### config.mk
export PLATFORM = sky130hd
export DESIGN_NAME = bp_io_cmd_tracker
export DESIGN_NICKNAME = d
export VERILOG_FILES = /design/src/rtl/bp_io_cmd_tracker_pkg.sv /design/src/rtl/bp_io_cmd_tracker_fifo.sv /design/src/rtl/bp_io_cmd_tracker.sv
export SDC_FILE = /design/constraint.sdc
export NUM_CORES = 1
export LEC_CHECK = 0
export BUFFER_PORTS_ARGS = -buffer_cell sky130_fd_sc_hd__buf_2
export CORE_AREA = 2 2 193 195
export DETAILED_ROUTE_END_ITERATION = 10
export DIE_AREA = 0 0 195 197
export PLACE_DENSITY = 0.59
export SLEW_MARGIN = 0
export SYNTH_ARGS = -nofsm -noshare
export SYNTH_HDL_FRONTEND = slang
export SYNTH_SLANG_ARGS = --single-unit
### constraint.sdc
create_clock -name clk_i -period 5.1 [get_ports clk_i]
set_input_delay 0.255 -clock clk_i [delete_from_list [all_inputs] [get_ports clk_i]]
set_output_delay 0.255 -clock clk_i [all_outputs]
set_load 0.02 [all_outputs]
### src/rtl/bp_io_cmd_tracker_pkg.sv
// Memory-interface message layout and the I/O tracker entry shared by the tracker and its bench.
// Widths here stand in for the processor configuration of the default build.
package bp_io_cmd_tracker_pkg;

    localparam int unsigned paddr_width_p     = 40;
    localparam int unsigned cce_block_width_p = 64;
    localparam int unsigned lce_id_width_p    = 4;
    localparam int unsigned lce_assoc_p       = 8;
    localparam int unsigned lce_way_width_lp  = $clog2(lce_assoc_p);

    typedef enum logic [3:0] {
        MemRd   = 4'd0,
        MemWr   = 4'd1,
        MemUcRd = 4'd2,
        MemUcWr = 4'd3
    } bp_mem_msg_type_e;

    typedef enum logic [2:0] {
        Size1  = 3'd0,
        Size2  = 3'd1,
        Size4  = 3'd2,
        Size8  = 3'd3,
        Size16 = 3'd4,
        Size32 = 3'd5,
        Size64 = 3'd6
    } bp_mem_msg_size_e;

    typedef struct packed {
        logic [2:0]                  state;
        logic [lce_way_width_lp-1:0] way_id;
        logic [lce_id_width_p-1:0]   lce_id;
    } bp_mem_msg_payload_s;

    typedef struct packed {
        bp_mem_msg_payload_s      payload;
        bp_mem_msg_size_e         size;
        logic [paddr_width_p-1:0] addr;
        bp_mem_msg_type_e         msg_type;
    } bp_mem_msg_header_s;

    typedef struct packed {
        bp_mem_msg_header_s           header;
        logic [cce_block_width_p-1:0] data;
    } bp_mem_msg_s;

    // One in-flight command as remembered by the tracker.
    typedef struct packed {
        bp_mem_msg_payload_s      payload;
        bp_mem_msg_size_e         size;
        logic [paddr_width_p-1:0] addr;
        bp_mem_msg_type_e         msg_type;
    } bp_io_trk_entry_s;

    localparam int unsigned cce_mem_msg_width_lp = $bits(bp_mem_msg_s);

endpackage

### src/rtl/bp_io_cmd_tracker_fifo.sv
// Small in-order circular buffer: one write and one read per cycle, pointers wrap modulo depth.
// ready_o and v_o are pure functions of the registered count.
module bp_io_cmd_tracker_fifo #(
    parameter int unsigned els_p   = 4,
    parameter int unsigned width_p = 8
) (
    input  logic               clk_i,
    input  logic               reset_i,
    input  logic [width_p-1:0] data_i,
    input  logic               v_i,
    output logic               ready_o,
    output logic [width_p-1:0] data_o,
    output logic               v_o,
    input  logic               yumi_i
);

    localparam int unsigned ptr_width_lp = (els_p > 1) ? $clog2(els_p) : 1;
    localparam int unsigned cnt_width_lp = $clog2(els_p + 1);

    logic [ptr_width_lp-1:0] wptr_q, wptr_d, rptr_q, rptr_d;
    logic [cnt_width_lp-1:0] cnt_q, cnt_d;
    logic [width_p-1:0]      mem_q [els_p];

    function automatic logic [ptr_width_lp-1:0] ptr_inc(input logic [ptr_width_lp-1:0] ptr);
        if (ptr == ptr_width_lp'(els_p - 1)) begin
            return '0;
        end
        return ptr + ptr_width_lp'(1);
    endfunction

    assign ready_o = (cnt_q != cnt_width_lp'(els_p));
    assign v_o     = (cnt_q != '0);
    assign data_o  = mem_q[rptr_q];

    always_comb begin
        wptr_d = wptr_q;
        rptr_d = rptr_q;
        cnt_d  = cnt_q;
        if (v_i) begin
            wptr_d = ptr_inc(wptr_q);
        end
        if (yumi_i) begin
            rptr_d = ptr_inc(rptr_q);
        end
        unique case ({v_i, yumi_i})
            2'b10:   cnt_d = cnt_q + cnt_width_lp'(1);
            2'b01:   cnt_d = cnt_q - cnt_width_lp'(1);
            default: cnt_d = cnt_q;
        endcase
    end

    always_ff @(posedge clk_i) begin
        if (reset_i) begin
            wptr_q <= '0;
            rptr_q <= '0;
            cnt_q  <= '0;
        end else begin
            wptr_q <= wptr_d;
            rptr_q <= rptr_d;
            cnt_q  <= cnt_d;
        end
    end

    always_ff @(posedge clk_i) begin
        if (v_i) begin
            mem_q[wptr_q] <= data_i;
        end
    end

endmodule

### src/rtl/bp_io_cmd_tracker.sv
// Bounds outstanding I/O commands and restores payload/size/addr onto the zero-payload responses
// coming back from the link converter; flags orphan responses and address mismatches.
module bp_io_cmd_tracker
    import bp_io_cmd_tracker_pkg::*;
#(
    parameter int unsigned max_outstanding_p = 4
) (
    input  logic                            clk_i,
    input  logic                            reset_i,

    input  logic [cce_mem_msg_width_lp-1:0] io_cmd_i,
    input  logic                            io_cmd_v_i,
    output logic                            io_cmd_yumi_o,

    output logic [cce_mem_msg_width_lp-1:0] io_cmd_o,
    output logic                            io_cmd_v_o,
    input  logic                            io_cmd_yumi_i,

    input  logic [cce_mem_msg_width_lp-1:0] io_resp_i,
    input  logic                            io_resp_v_i,
    output logic                            io_resp_ready_o,

    output logic [cce_mem_msg_width_lp-1:0] io_resp_o,
    output logic                            io_resp_v_o,
    input  logic                            io_resp_yumi_i,

    output logic                            error_o
);

    bp_mem_msg_s      cmd_msg, resp_in, resp_d, resp_q;
    bp_io_trk_entry_s trk_in, trk_head;
    logic             trk_ready, trk_v, trk_full, trk_empty;
    logic             resp_accept, trk_pop, orphan, addr_mismatch;
    logic             resp_v_q, resp_v_d, error_q, error_d;

    assign cmd_msg = bp_mem_msg_s'(io_cmd_i);
    assign resp_in = bp_mem_msg_s'(io_resp_i);

    // Command path is a wire; only the valid is gated by the registered fullness.
    assign io_cmd_o      = io_cmd_i;
    assign io_cmd_v_o    = io_cmd_v_i & ~trk_full;
    assign io_cmd_yumi_o = io_cmd_yumi_i;

    always_comb begin
        trk_in          = '0;
        trk_in.payload  = cmd_msg.header.payload;
        trk_in.size     = cmd_msg.header.size;
        trk_in.addr     = cmd_msg.header.addr;
        trk_in.msg_type = cmd_msg.header.msg_type;
    end

    bp_io_cmd_tracker_fifo #(
        .els_p   (max_outstanding_p),
        .width_p ($bits(bp_io_trk_entry_s))
    ) u_trk (
        .clk_i   (clk_i),
        .reset_i (reset_i),
        .data_i  (trk_in),
        .v_i     (io_cmd_yumi_i),
        .ready_o (trk_ready),
        .data_o  (trk_head),
        .v_o     (trk_v),
        .yumi_i  (trk_pop)
    );

    assign trk_full  = ~trk_ready;
    assign trk_empty = ~trk_v;

    assign io_resp_ready_o = ~resp_v_q | io_resp_yumi_i;
    assign resp_accept     = io_resp_v_i & io_resp_ready_o;
    assign trk_pop         = resp_accept & ~trk_empty;
    assign orphan          = resp_accept & trk_empty;
    assign addr_mismatch   = trk_pop & (trk_head.addr != resp_in.header.addr);

    always_comb begin
        resp_d                = resp_in;
        resp_d.header.payload = trk_head.payload;
        resp_d.header.size    = trk_head.size;
        resp_d.header.addr    = trk_head.addr;

        resp_v_d = resp_v_q;
        if (trk_pop) begin
            resp_v_d = 1'b1;
        end else if (io_resp_yumi_i) begin
            resp_v_d = 1'b0;
        end

        error_d = error_q | orphan | addr_mismatch;
    end

    always_ff @(posedge clk_i) begin
        if (reset_i) begin
            resp_v_q <= 1'b0;
            error_q  <= 1'b0;
        end else begin
            resp_v_q <= resp_v_d;
            error_q  <= error_d;
        end
    end

    // Loads only on a pop, which already implies the slot is free or draining this cycle.
    always_ff @(posedge clk_i) begin
        if (trk_pop) begin
            resp_q <= resp_d;
        end
    end

    assign io_resp_o   = resp_q;
    assign io_resp_v_o = resp_v_q;
    assign error_o     = error_q;

    logic unused_fields;
    assign unused_fields = ^{cmd_msg.data, trk_head.msg_type};

endmodule

==> impl_metrics.toml, run 1 <==
[run_status]
status = "complete, no violations"

[clock_tree]
holdBufCountCts = 121
postCtsResizedCells = 0
clkTransAtPathRegs_ps = 60
cts_root_buf = "clkbuf_16"
cts-buffers-inserted = 38
cts_buffer_depth = 3
post-cts-setup-buffer-count = 0
clkSinkCount = 344
h-tree-depth = 2
tritoncts = "built"
clk_latency_ps = 540

[timing]
hold_slack_ps = 60.9
timing.final.ws_setup_ps = 2130
tightest_slew_ps = 930
maxSlewHeadroom_pct = 38.0
min_period_over_period_pct = 58.2
slew_violations = 0
rsz0062_at_grt = "false"
setup-violations-final = 0
fmax_mhz = 337
final.min_clock_period_ps = 2970
setup-tns-final_ps = 0
finalHoldViolations = 0
skew_ps = 11.5

[floorplanning]
row_count = 70
io_pins = 495
die-height_um = 197
fp.dieW_um = 195
start_util_pct = 36.2
core_um2 = 36300
die_area_um2 = 38400

[critical_path]
critical_path.top_delay_family = "flip-flops"
crit_chain = "mux4_2 > xnor2_1 > nand4_1 > nor4_1 > a211oi_1"
worst_ep_arrival_time_ps = 3350
rrSetupSlack_ps = 2130
reg2regPathDepth = 5
critPathBufInv = 0
cp-start-kind = "flop"
critical_path.max_fanout = 41
critical_path_class = "flop to flop"
critPathSlowestCell = "dfxtp_4"
cp-end-kind = "flop"
cpPeakStageDelay_ps = 950
r2r-end = "error_o"
critPathRequiredTime_ps = 5480

[synth]
ys_ff_latch = 344
synth_ff_type = "edfxtp_1"
seq_area_frac_synth_pct = 77.8
synth_edf_count = 333
syn_nets = 887
yosysUniqueCellTypes = 28
syn_inst = 632
avgSynthCellArea_um2 = 20.8
async_flop_share_pct = 0
yosys_warnings = 0
syn_area_um2 = 13100

[flow_run]
cap_violations = 0

[global_routing]
grt_max_degree = 66
antenna_found_initial = 0
grt_pass1_wl_mm = 46.6
grt_pass1_vias = 7307
grt_overflow = 0
track_usage_pct = 16.9

[finish]
nFillCells = 3117
multiInputGateArea_um2 = 1910
nets = 1261
area_delta_synth_final_pct = 28.8
drive_gt1_share_pct = 44.8
diodes = 0
final-seq-area_um2 = 10200

[route]
routed_wl_mm = 33.2
vias_per_cell = 4.58
drcViolationCount = 0
vias = 6873
drt-wirelength-per-cell_um = 22.1
firstDrtPassIters = 4
drtAntennaViolNets = 0
drt_iter0_markers = 310

[power_and_ir_drop]
total_power_mw = 7.90
p_per_area_nw_per_um2 = 467
ir_drop_v = 0.000310
power.leakage_nw = 6.16

[min_path]
hold_start = "reset_i"
hold_path_end = "u_trk.wptr_q[1]"
hold_path_depth = 2
hp-class = "input pin to flop"

[placed_design]
port_buffers = 345
hpwl_mm = 21.1
place_congestion = 0.730
preCtsSetupSlack_ps = 1940
-- layer usage --
| metal | global-route usage, % | part of all wire, % | vias up |
|---|---|---|---|
| met1 | 20.2 | 39 | 3443 |
| met5 | 0 | 0 | - |
| li1 | - | - | 3087 |
| met3 | 5.08 | 7.1 | 68 |
| met2 | 28.7 | 51 | 275 |
| met4 | 6.42 | 2.6 | 0 |
-- cell type report --
type | count | area share (%)
clock inverters | 21 | 1.09
flip-flops and latches | 344 | 60.4
inverters | 8 | 0.207
multi-input cells | 145 | 11.3
clock buffers | 46 | 5.98
well taps | 468 | 3.46
repair buffers | 469 | 17.6
-- logic make-up (layout without fill, tap and decap cells) --
logic type                 Yosys count  after routing  share of synthesized area [%]
AOI/OAI and AO/OA                   10             10                          0.410
xor gates and xnor gates            42             42                           2.80
adders and majority gates            7              7                          0.724
buffers and inverters              143            544                           7.73
DFF                                344            344                           77.8
muxes                               54             54                           9.16
and+or+nand+nor                     32             32                           1.38
-- layout by cell type (no fill, tap or decap), types with 2 or more instances in the layout --
master and n:
xnor2_1 27, inv_6 2, xor2_1 15, bufinv_16 3
a21oi_1 7, inv_1 7, nor2_1 6, clkinvlp_4 2
ha_1 6, buf_2 345, dlygate4sd3_1 121, dfxtp_1 9
clkinv_1 7, clkbuf_1 6, nand4_1 7, mux4_2 53
clkinv_2 7, edfxtp_1 333, buf_4 2, and2_4 4
nor4_1 4, nor3_1 4, nand2_1 2, clkbuf_16 39
-- cell usage after synthesis, drive strengths merged, types with 2 or more instances --
cell type | instances | area [µm²]
edfxtp | 333 | 10000
buf | 129 | 963
mux4 | 53 | 1190
xnor2 | 27 | 236
xor2 | 15 | 131
dfxtp | 11 | 220
inv | 8 | 30.0
a21oi | 7 | 35.0
nand4 | 7 | 43.8
clkbuf | 6 | 22.5
ha | 6 | 75.1
nor2 | 6 | 22.5
nor4 | 5 | 37.5
and2 | 4 | 25.0
nor3 | 4 | 20.0
nand2 | 2 | 7.51
-- sequential cells by signal, summed over array words and instances (netlist names), named ones only --
name and flops:
io_resp_v_o 1, u_trk.wptr_q 2, u_trk.cnt_q 3, u_trk.mem_q 212
io_resp_o 121, u_trk.rptr_q 2, error_o 1
-- worst register-to-register path: cells and delay by family (launching register included) --
kind / cells / cell delay (ps)
AOI/OAI and AO/OA: 1 / 150
xor gates and xnor gates: 1 / 190
muxes: 1 / 670
DFF: 1 / 950
and+or+nand+nor: 2 / 850
-- worst max-delay path by stage --
stage,start,to,cells after the start
floorplan,io_resp_v_o,u_trk.cnt_q[2],9
global placement,flop,error_o,5
detailed placement,flop,error_o,5
CTS,flop,error_o,5
global route,flop,error_o,5
finish,flop,error_o,5
-- report_power, final --
| part | total, mW | switching (mW) | internal (mW) |
|---|---|---|---|
| sequential | 3.74 | 0.192 | 3.55 |
| combinational | 1.52 | 0.926 | 0.591 |
| clock | 2.64 | 1.07 | 1.56 |
-- metrics by stage --
| stage | util, % | cells | instance area (µm²) |
|---|---|---|---|
| 4_1_cts | 46.7 | 1501 | 16900 |
| 6_report | 46.7 | 1501 | 16900 |
| 2_1_floorplan | - | 632 | 13100 |
| 5_1_grt | 46.7 | 1501 | 16900 |
| 3_3_place_gp | 40.0 | 1313 | 14500 |
| 3_5_place_dp | 40.0 | 1313 | 14500 |
(Power assumes the default switching activity.)
==> inputs of run 2 (changes only) <==
- clock period: 5.1 -> 3.1 ns (I/O delays scaled with it)
==> impl_metrics.toml, run 2 (same netlist as run 1, synthesis figures left out) <==
[route]
routed_wl_mm = 33.3
vias = 6940
firstDrtPassIters = 6
vias_per_cell = 4.60
drt_iter0_markers = 339
drcViolationCount = 0
drtAntennaViolNets = 0
drt-wirelength-per-cell_um = 22.1

[min_path]
hold_start = "io_resp_v_i"
hp-class = "input pin to flop"

[timing]
min_period_over_period_pct = 82.1
finalHoldViolations = 0
setup-tns-final_ps = 0
skew_ps = 10.0
tightest_slew_ps = 925
rsz0062_at_grt = "false"
final.min_clock_period_ps = 2540
fmax_mhz = 393
hold_slack_ps = 14.2
maxSlewHeadroom_pct = 38.3
setup-violations-final = 0
slew_violations = 0

[power_and_ir_drop]
seqPwrFrac_pct = 46.6
p_per_area_nw_per_um2 = 767
power.leakage_nw = 6.22
p_int_mw = 9.46
clock_power_share_pct = 33.4
combinationalPowerShare_pct = 20.1
p_sw_mw = 3.62
swShare_pct = 27.7
ir_drop_v = 0.000447

[critical_path]
worst_ep_arrival_time_ps = 2940
critical_path.max_fanout = 19
critical_path_class = "flop to flop"
cp-end-kind = "flop"
cp-start-kind = "flop"
critPathRequiredTime_ps = 3500
rrSetupSlack_ps = 560

[floorplanning]
row_count = 70
core_um2 = 36300
die-height_um = 197
io_pins = 495
die_area_um2 = 38400
fp.dieW_um = 195
start_util_pct = 36.2

[clock_tree]
h-tree-depth = 2
tritoncts = "built"
clkSinkCount = 344
post-cts-setup-buffer-count = 0
cts_buffer_depth = 3
clk_latency_ps = 520
cts_root_buf = "clkbuf_16"
cts-buffers-inserted = 39
postCtsResizedCells = 0
clkTransAtPathRegs_ps = 60

[finish]
drive_gt1_share_pct = 45.1
area_delta_synth_final_pct = 29.8
nets = 1268
final_cell_mix = "buf_2, edfxtp_1, dlygate4sd3_1"
multiInputGateArea_um2 = 1920
nFillCells = 3090
layout.cells.non_filler = 1509
largest_reg_flops = 212
utilization_pct = 47.0
fin_area_um2 = 17100
regMostFlops = "u_trk.mem_q"
final_common_cell = "buf_2"
final-seq-area_um2 = 10200

[global_routing]
antenna_found_initial = 2
track_usage_pct = 17.0
grt_max_degree = 123
grt_pass1_vias = 7457
grt_overflow = 0
grt_pass1_wl_mm = 47.3

[placed_design]
hpwl_mm = 21.3
placed_cell_area_um2 = 14600
place_inst = 1316
port_buffers = 345
place_congestion = 0.733

[flow_run]
cap_violations = 0

[run_status]
status = "complete, no violations"
[run 2: cell type report]
type | count | area share (%)
clock buffer | 52 | 6.50
clock inverter | 16 | 0.602
sequential | 344 | 60.0
timing repair buffer | 475 | 18.0
inverter | 8 | 0.198
tap | 468 | 3.43
antenna | 1 | 0.0147
multi-input combinational | 145 | 11.3
[run 2: timing repair]
item,in CTS,in global routing
hold endpoints to repair,291,0
hold buffers,124,0
setup endpoints to repair,0,0
[run 2: final timing paths]
path	to	depth (start not counted)
worst max-delay path	error_o	7
worst min register to register	flop	2
worst min-delay path	error_o	3
worst max register to register	error_o	7
[run 2: through the flow]
step	setup WS, ps	power, mW
floorplan	-685	7.90
global placement	506	8.75
detailed placement	520	8.76
CTS	512	13.3
global route	414	13.6
finish	556	13.1
[run 2: critical path, stage by stage, from the launching register on]
cell	delay, ps
dfxtp_4	620
buf_12	260
mux4_2	540
xnor2_1	250
nand4_1	240
nor4_1	240
buf_4	180
a211oi_1	60
[run 2: routing by layer]
layer | wire length, µm | global-route usage, %
met1 | 13600 | 20.9
met2 | 16200 | 28.1
met3 | 2510 | 5.72
met5 | 14 | 0
met4 | 988 | 5.80
[run 2: power groups by stage]
stage	combinational, mW	sequential [mW]	clock, mW
floorplan	1.32	6.57	0
global placement	2.56	6.19	0
detailed placement	2.57	6.19	0
CTS	2.70	6.11	4.48
global route	2.83	6.15	4.64
finish	2.63	6.09	4.36
